==> src/rtl/display_scanner_pkg.sv <==
// ============================================================================
// Module  : display_scanner_pkg
// Brief   : Shared glyph and code constants for the multiplexed clock display.
// Revision: 1.0
// ============================================================================
`default_nettype none

package display_scanner_pkg;

    localparam logic [6:0] SEG_0     = 7'h40;
    localparam logic [6:0] SEG_1     = 7'h79;
    localparam logic [6:0] SEG_2     = 7'h24;
    localparam logic [6:0] SEG_3     = 7'h30;
    localparam logic [6:0] SEG_4     = 7'h19;
    localparam logic [6:0] SEG_5     = 7'h12;
    localparam logic [6:0] SEG_6     = 7'h02;
    localparam logic [6:0] SEG_7     = 7'h78;
    localparam logic [6:0] SEG_8     = 7'h00;
    localparam logic [6:0] SEG_9     = 7'h10;
    localparam logic [6:0] SEG_DASH  = 7'h3F;
    localparam logic [6:0] SEG_BLANK = 7'h7F;

    localparam logic [3:0] CODE_BLANK = 4'hF;

endpackage

`default_nettype wire

==> src/rtl/display_scanner_seg_decoder.sv <==
// ============================================================================
// Module  : seg_decoder
// Brief   : Combinational 4-bit code to active-low {g,f,e,d,c,b,a} glyph.
// Revision: 1.0
// ============================================================================
`default_nettype none

module seg_decoder
    import display_scanner_pkg::*;
(
    input  logic [3:0] code,
    output logic [6:0] seg_n
);

    always_comb begin
        seg_n = SEG_DASH;
        case (code)
            4'd0:       seg_n = SEG_0;
            4'd1:       seg_n = SEG_1;
            4'd2:       seg_n = SEG_2;
            4'd3:       seg_n = SEG_3;
            4'd4:       seg_n = SEG_4;
            4'd5:       seg_n = SEG_5;
            4'd6:       seg_n = SEG_6;
            4'd7:       seg_n = SEG_7;
            4'd8:       seg_n = SEG_8;
            4'd9:       seg_n = SEG_9;
            CODE_BLANK: seg_n = SEG_BLANK;
            default:    seg_n = SEG_DASH;
        endcase
    end

endmodule

`default_nettype wire

==> src/rtl/display_scanner.sv <==
// ============================================================================
// Module  : display_scanner
// Brief   : Four-digit multiplexed 7-segment scanner with snapshot, LZ blanking
//           and alarm flash.
// Revision: 1.0
// ============================================================================
`default_nettype none

module display_scanner
    import display_scanner_pkg::*;
#(
    parameter int SCAN_DIV     = 50000,
    parameter int FLASH_FRAMES = 64
) (
    input  logic       clk,
    input  logic       reset,
    input  logic [3:0] digit_0,
    input  logic [3:0] digit_1,
    input  logic [3:0] digit_2,
    input  logic [3:0] digit_3,
    input  logic       blank,
    input  logic       lz_blank,
    input  logic       colon_en,
    input  logic       flash_en,
    output logic [3:0] anode_n,
    output logic [6:0] seg_n,
    output logic       colon_n,
    output logic       frame_done
);

    localparam int PW = (SCAN_DIV > 2) ? $clog2(SCAN_DIV) : 1;
    localparam int FW = (FLASH_FRAMES > 1) ? $clog2(FLASH_FRAMES) : 1;

    localparam logic [PW-1:0] c_PRESC_LAST   = PW'(SCAN_DIV - 1);
    localparam logic [PW-1:0] c_PRESC_PENULT = PW'(SCAN_DIV - 2);
    localparam logic [FW-1:0] c_FLASH_LAST   = FW'(FLASH_FRAMES - 1);

    logic [PW-1:0] r_presc;
    logic [1:0]    r_idx;
    logic [FW-1:0] r_fcnt;
    logic          r_phase;
    logic [3:0]    r_digit [4];
    logic          r_blank;
    logic          r_lz;
    logic          r_colon;
    logic          r_flash;

    logic          w_guard;
    logic          w_frame_start;
    logic          w_slot_end;
    logic [3:0]    w_digit [4];
    logic          w_blank;
    logic          w_lz;
    logic          w_colon;
    logic          w_flash;
    logic          w_dark;
    logic          w_lz_hit;
    logic [3:0]    w_code;
    logic [6:0]    w_glyph;

    assign w_guard       = (r_presc == '0);
    assign w_frame_start = w_guard && (r_idx == 2'd0);
    assign w_slot_end    = (r_presc == c_PRESC_LAST);

    // During the slot-0 guard cycle the live inputs are the values being
    // latched, so slot 0 already shows the new snapshot.
    always_comb begin
        w_digit = r_digit;
        w_blank = r_blank;
        w_lz    = r_lz;
        w_colon = r_colon;
        w_flash = r_flash;
        if (w_frame_start) begin
            w_digit[0] = digit_0;
            w_digit[1] = digit_1;
            w_digit[2] = digit_2;
            w_digit[3] = digit_3;
            w_blank    = blank;
            w_lz       = lz_blank;
            w_colon    = colon_en;
            w_flash    = flash_en;
        end
    end

    assign w_code   = w_digit[r_idx];
    assign w_dark   = w_blank || (w_flash && r_phase);
    assign w_lz_hit = (r_idx == 2'd3) && w_lz && (w_digit[3] == 4'd0);

    seg_decoder u_seg_decoder (
        .code  (w_code),
        .seg_n (w_glyph)
    );

    always_ff @(posedge clk) begin
        if (reset) begin
            r_presc    <= '0;
            r_idx      <= 2'd0;
            r_fcnt     <= '0;
            r_phase    <= 1'b0;
            for (int i = 0; i < 4; i++) r_digit[i] <= CODE_BLANK;
            r_blank    <= 1'b0;
            r_lz       <= 1'b0;
            r_colon    <= 1'b0;
            r_flash    <= 1'b0;
            anode_n    <= 4'hF;
            seg_n      <= SEG_BLANK;
            colon_n    <= 1'b1;
            frame_done <= 1'b0;
        end else begin
            if (w_slot_end) begin
                r_presc <= '0;
                r_idx   <= r_idx + 2'd1;
            end else begin
                r_presc <= r_presc + 1'b1;
            end

            if (w_frame_start) begin
                r_digit <= w_digit;
                r_blank <= w_blank;
                r_lz    <= w_lz;
                r_colon <= w_colon;
                r_flash <= w_flash;
            end

            // Drive lands at the end of the guard cycle; anodes drop one
            // cycle before the next slot so segments switch while dark.
            if (w_guard) begin
                anode_n <= w_dark ? 4'hF : ~(4'b0001 << r_idx);
                seg_n   <= (w_dark || w_lz_hit) ? SEG_BLANK : w_glyph;
                colon_n <= ~(w_colon && !w_dark);
            end else if (w_slot_end) begin
                anode_n <= 4'hF;
            end

            frame_done <= (r_idx == 2'd3) && (r_presc == c_PRESC_PENULT);

            if (!flash_en) begin
                r_fcnt  <= '0;
                r_phase <= 1'b0;
            end else if (w_slot_end && (r_idx == 2'd3)) begin
                if (r_fcnt == c_FLASH_LAST) begin
                    r_fcnt  <= '0;
                    r_phase <= ~r_phase;
                end else begin
                    r_fcnt  <= r_fcnt + 1'b1;
                end
            end
        end
    end

endmodule

`default_nettype wire

==> config.mk <==
export PLATFORM = sky130hd
export DESIGN_NAME = display_scanner
export DESIGN_NICKNAME = d
export VERILOG_FILES = /design/src/rtl/display_scanner_pkg.sv /design/src/rtl/display_scanner_seg_decoder.sv /design/src/rtl/display_scanner.sv
export SDC_FILE = /design/constraint.sdc
export NUM_CORES = 1
export LEC_CHECK = 0
export ABC_AREA = 1
export BUFFER_PORTS_ARGS = -buffer_cell sky130_fd_sc_hd__buf_2
export CAP_MARGIN = 10
export CORE_ASPECT_RATIO = 0.9
export CORE_UTILIZATION = 44
export DETAILED_ROUTE_END_ITERATION = 6
export PLACE_DENSITY = 0.65
export SYNTH_ARGS = -nofsm -noshare
export SYNTH_HDL_FRONTEND = slang
export SYNTH_HIERARCHICAL = 1
export SYNTH_SLANG_ARGS = --single-unit
==> constraint.sdc <==
create_clock -name clk -period 2.8 [get_ports clk]
set_input_delay 0.56 -clock clk [delete_from_list [all_inputs] [get_ports clk]]
set_output_delay 0.56 -clock clk [all_outputs]
set_load 0.03 [all_outputs]
==> results of run 1 <==
## power by group
| part | leakage (nW) | switching (W) | internal, W | total [W] |
|---|---|---|---|---|
| logic | 1.15 | 0.000298 | 0.000178 | 0.000476 |
| registers | 0.475 | 0.0000268 | 0.000883 | 0.000910 |
| clock network | 0.119 | 0.000342 | 0.000572 | 0.000914 |
## worst paths after layout
path                   start     endpoint  slack [ps]  cells after the start
setup / recovery  r_presc[0]     seg_n[5]         220                     21
hold / removal    digit_0[1]  r_digit[13]         450                      3
setup reg to reg  r_presc[0]     seg_n[5]         220                     21
hold reg to reg     seg_n[2]     seg_n[2]         470                      2
## cells in the mapped netlist (all sizes together), types with 4 or more instances
master / n / area share
or2: 5 / 0.010
inv: 57 / 0.070
nand3: 43 / 0.079
a21oi: 25 / 0.041
nand2: 125 / 0.17
dfxtp: 58 / 0.38
nor3: 10 / 0.018
o21ai: 19 / 0.032
nand4: 6 / 0.012
buf: 4 / 0.011
ha: 13 / 0.053
mux2i: 9 / 0.029
nor2: 39 / 0.065
clkbuf: 5 / 0.0061
## registers in the layout, summed over array words and instances, names as in the netlist, 2 cells and up
signal   count
r_digit     16
r_idx        2
r_presc     16
anode_n      4
r_fcnt       6
seg_n        7
## area by class of cell
type,instances,area [um2]
inverters,59,224
clock buffers,12,165
flip-flops and latches,58,1160
clock inverters,4,72.6
well taps,90,113
fillers,668,2980
repair buffers,49,283
multi-input cells,305,1660
## timing repair
action	in CTS	in global routing
buffers inserted	0	8
resized for setup	0	8
endpoints found under the setup margin	0	7
## critical path: stages, from the launching register on
cell and delay [ps]:
dfxtp_1 350, inv_1 100, ha_1 150, inv_1 40
nor2_1 100, nand2_2 100, nor2_4 160, nand3_4 140
or2_0 230, o21ai_1 110, nand2_1 80, o211ai_1 80
nand2_1 130, inv_2 100, ha_1 140, nand2_1 70
nand3_1 90, nand2_1 60, inv_1 50, nand3_1 60
nand2_1 70, nand2_1 50
## cell families after synthesis
kind of cell	count (synthesis)
and+or+nand+nor	234
buffers and inverters	68
AOI/OAI and AO/OA	46
xor gates and xnor gates	2
adders and majority gates	13
DFF	58
muxes	9
## per-layer routing
metal	up-vias	part of all wire
li1	1483	-
met1	1317	0.49
met4	0	0.017
met5	-	0
met2	41	0.45
met3	10	0.041
## per-stage QoR
stage / utilization / cell area [um2] / total power (W)
after global placement: 0.503 / 3350 / 0.00136
after detailed placement: 0.503 / 3350 / 0.00137
after global routing: 0.553 / 3680 / 0.00244
after floorplan: - / 3060 / 0.00126
after CTS: 0.539 / 3590 / 0.00229
final: 0.553 / 3680 / 0.00230
==> results.ini, run 1 <==
[sta]
setup_tns_ps=0
fmax_ghz=0.388
layout_worst_path_cycle_share=0.921
slew_headroom=0.724
fin_crit_ps=2580
hold_viol_final=0
hold_ws_ps=446
finalMaxSlewViolations=0
skew_ps=12.9
rsz0062_at_grt=false
setup_viol=0
worst_slack_ps=221
worstMarginPinSlew_ps=414

[global_route]
grt_pass1_wl_mm=11.5
busiest_layer=met2
grt_pass1_vias=2563
grt_max_degree=16
gr-usage-all-layers=0.200
gr-usage-met3=0.0581
use_met2=0.333
grt-ovfl-total=0
met1_usage=0.246
antenna_found_initial=0

[critical_path]
worstSetupEndpointType=flop
criticalPathCategory=reg2reg
worst_setup_path_start_kind=flop
worstPathMaxFanout=8
worst_ep_arrival_time_ps=2810
worst-endpoint-required_ps=3030

[clock_network]
clk_latency_ps=350
numCtsBuffers=9
cts_buffer_depth=2
htreeDepth=3
cts_tree=yes
clock_sink_count=58
clock-root-buffer=clkbuf_8
hold_buffers=0
clk_pin_slew_worst_paths_ps=70

[route]
drt.antenna.violating_nets=0
dr.pass1.iters=4
via_per_inst=4.94
post_drt_wl_per_cell_um=11.7
wl_mm=6.76
drt_first_iter_violations=121
drc=0
via_count=2851

[logic_synthesis]
synth-main-ff-cell=dfxtp_1
synth.cell_area_mm2=0.00306
synth_edf_count=0
ys_async_sr_fraction=0
synth_seq_cells=58
synthesis.nets=465
synth_fa_ha_area_frac=0.0531
synthXorXnorAreaFrac=0.00572
yosys.area_share.simple=0.365
synth_cells=430
synth_top_family_by_area=simple AND/OR/NAND/NOR gates
ys_warn_count=6
ys_seq_area_frac=0.379
synth-compound-area-share=0.0780
yosys.cell_types.count=34
synth.avg_cell_area_um2=7.13
synth.mux.area_fraction=0.0294

[flow_run]
max-cap-violations=0

[power]
p_leak_nw=1.74
cellPowerDensity_mw_per_mm2=625
irDropWorstVdd_mv=0.438

[place]
io_buffers=34
post-place-cells=552
hpwlAfterDp_mm=4.96
gp_congestion=0.866
pre_cts_ws_ps=34.2

[final_layout]
nNetsFinal=517
stdcell_count=577
layout_commonest_cell=nand2_1
diodes=0
mostFrequentLayoutCells=115 x nand2_1, 58 x dfxtp_1, 47 x inv_1
area_delta_synth_final_pct=20.0
drive_gt1_frac=0.224

[die]
ios=35
fp-row-count=28
die_w_um=90.0
die_y_um=81.2
initial_utilization=0.460
dieArea_mm2=0.00730
core-area_mm2=0.00666

[hold_path]
hold_class=in2reg

[outcome]
outcome=finished, final reports clean

Power figures use the tool's default switching activity.
==> inputs of run 2 (changes only) <==
Settings changed: BUFFER_PORTS_ARGS -buffer_cell sky130_fd_sc_hd__buf_2 to -buffer_cell sky130_fd_sc_hd__clkbuf_2.
==> results.ini, run 2 (synthesized netlist as in run 1, its figures left out) <==
[route]
via_count=2796
drt.antenna.violating_nets=0
post_drt_wl_per_cell_um=11.8
drc=0
drt_first_iter_violations=127
via_per_inst=4.87
dr.pass1.iters=4
wl_mm=6.80

[critical_path]
r2r-end=seg_n[3]
crit-reg2reg-launch=r_presc[0]
worst_setup_path_start_kind=flop
reg2regPathDepth=21
worst-endpoint-required_ps=3080
cp_common_cell=nand2_1
critPathMaxStageDelay_ps=360
worstSetupEndpointType=flop
worst_ep_arrival_time_ps=2860
worstPathCellList=inv_2 -> ha_1 -> inv_1 -> nor2_2 -> nand2_2 -> nor2_4 -> nand3_4 -> or2_1 -> o21ai_2 -> nand2_1 -> o211ai_1 -> nand2_1 -> inv_2 -> ha_1 -> nand2_1 -> nand3_1 -> nand2_1 -> inv_1 -> nand3_1 -> nand2_1 -> nand2_1
worstPathMaxFanout=8
slowest_stage=dfxtp_4
criticalPathCategory=reg2reg
rrSetupSlack_ps=220

[sta]
skew_ps=6.78
setup_tns_ps=0
setup_viol=0
fin_crit_ps=2580
hold_ws_ps=452
slew_headroom=0.725
worstMarginPinSlew_ps=412
hold_viol_final=0
fmax_ghz=0.387
finalMaxSlewViolations=0
layout_worst_path_cycle_share=0.923
worst_slack_ps=215

[die]
ios=35
die_y_um=81.2
initial_utilization=0.460
fp-row-count=28
die_w_um=90.0
dieArea_mm2=0.00730
core-area_mm2=0.00666

[place]
hpwlAfterDp_mm=4.95
gp_congestion=0.868
pre_cts_ws_ps=46.2
io_buffers=34

[global_route]
grt_pass1_wl_mm=11.4
gr-usage-all-layers=0.197
grt-ovfl-total=0
grt_max_degree=15
antenna_found_initial=0
grt_pass1_vias=2539

[final_layout]
nNetsFinal=514
top_regs=r_digit (16), r_presc (16), seg_n (7)
layout_commonest_cell=nand2_1
diodes=0
area_delta_synth_final_pct=18.3
drive_gt1_frac=0.229
mostFrequentLayoutCells=114 x nand2_1, 56 x dfxtp_1, 46 x inv_1

[outcome]
outcome=finished, final reports clean

[clock_network]
clock-root-buffer=clkbuf_8
cts_buffer_depth=2
clock_sink_count=58
clk_latency_ps=340
clk_pin_slew_worst_paths_ps=70
hold_buffers=0
htreeDepth=3
cts_tree=yes
numCtsBuffers=9

[hold_path]
hp-start=digit_2[2]
holdPathEnd=r_digit[6]
hold_class=in2reg
holdPathStages=3

[power]
cellPowerDensity_mw_per_mm2=588
p_leak_nw=1.72
irDropWorstVdd_mv=0.280

[flow_run]
max-cap-violations=0

-- run 2: critical path, delay by kind of cell, from the launching register on --
kind,cells,cell delay (ps)
and+or+nand+nor,13,1370
buffers and inverters,4,260
AOI/OAI and AO/OA,2,150
adders and majority gates,2,360
DFF,1,360
-- run 2: worst max-delay path by stage --
stage	slack [ps]	start	cells after the start	endpoint
after floorplan	150	r_idx[0]	19	seg_n[3]
final	220	r_presc[0]	21	seg_n[3]
after detailed placement	50	r_presc[0]	20	seg_n[5]
after global placement	120	r_presc[0]	20	seg_n[5]
after CTS	6	r_presc[0]	20	seg_n[3]
after global routing	-20	r_presc[0]	21	seg_n[5]
-- run 2: final cells by class --
class	count	area, um2
multi-input cells	305	1670
clock inverters	7	70.1
clock buffers	9	124
fillers	658	3030
repair buffers	46	264
flip-flops and latches	58	1170
inverters	59	224
well taps	90	113
-- run 2: where the power goes --
part	internal, W	switching, W
Combinational	0.000171	0.000300
Clock	0.000406	0.000344
Sequential	0.000884	0.0000284
-- run 2: layer usage --
| layer | vias to the layer above | global-route usage | part of all wire |
|---|---|---|---|
| met5 | - | 0 | 0 |
| met4 | 0 | 0.0790 | 0.018 |
| met3 | 11 | 0.0496 | 0.046 |
| met2 | 54 | 0.323 | 0.45 |
| met1 | 1257 | 0.250 | 0.49 |
| li1 | 1474 | - | - |
-- run 2: metrics by stage --
stage / power (W) / std cells / cell area, um2 / utilization
floorplan: 0.00126 / 430 / 3060 / -
global placement: 0.00136 / 552 / 3350 / 0.503
detailed placement: 0.00137 / 552 / 3350 / 0.503
CTS: 0.00212 / 568 / 3540 / 0.532
global route: 0.00228 / 574 / 3630 / 0.545
finish: 0.00213 / 574 / 3630 / 0.545
-- run 2: what timing repair did --
item / 4_1_cts / 5_1_grt
gates resized for setup: 0 / 16
setup endpoints to repair: 0 / 7
setup buffers: 0 / 5
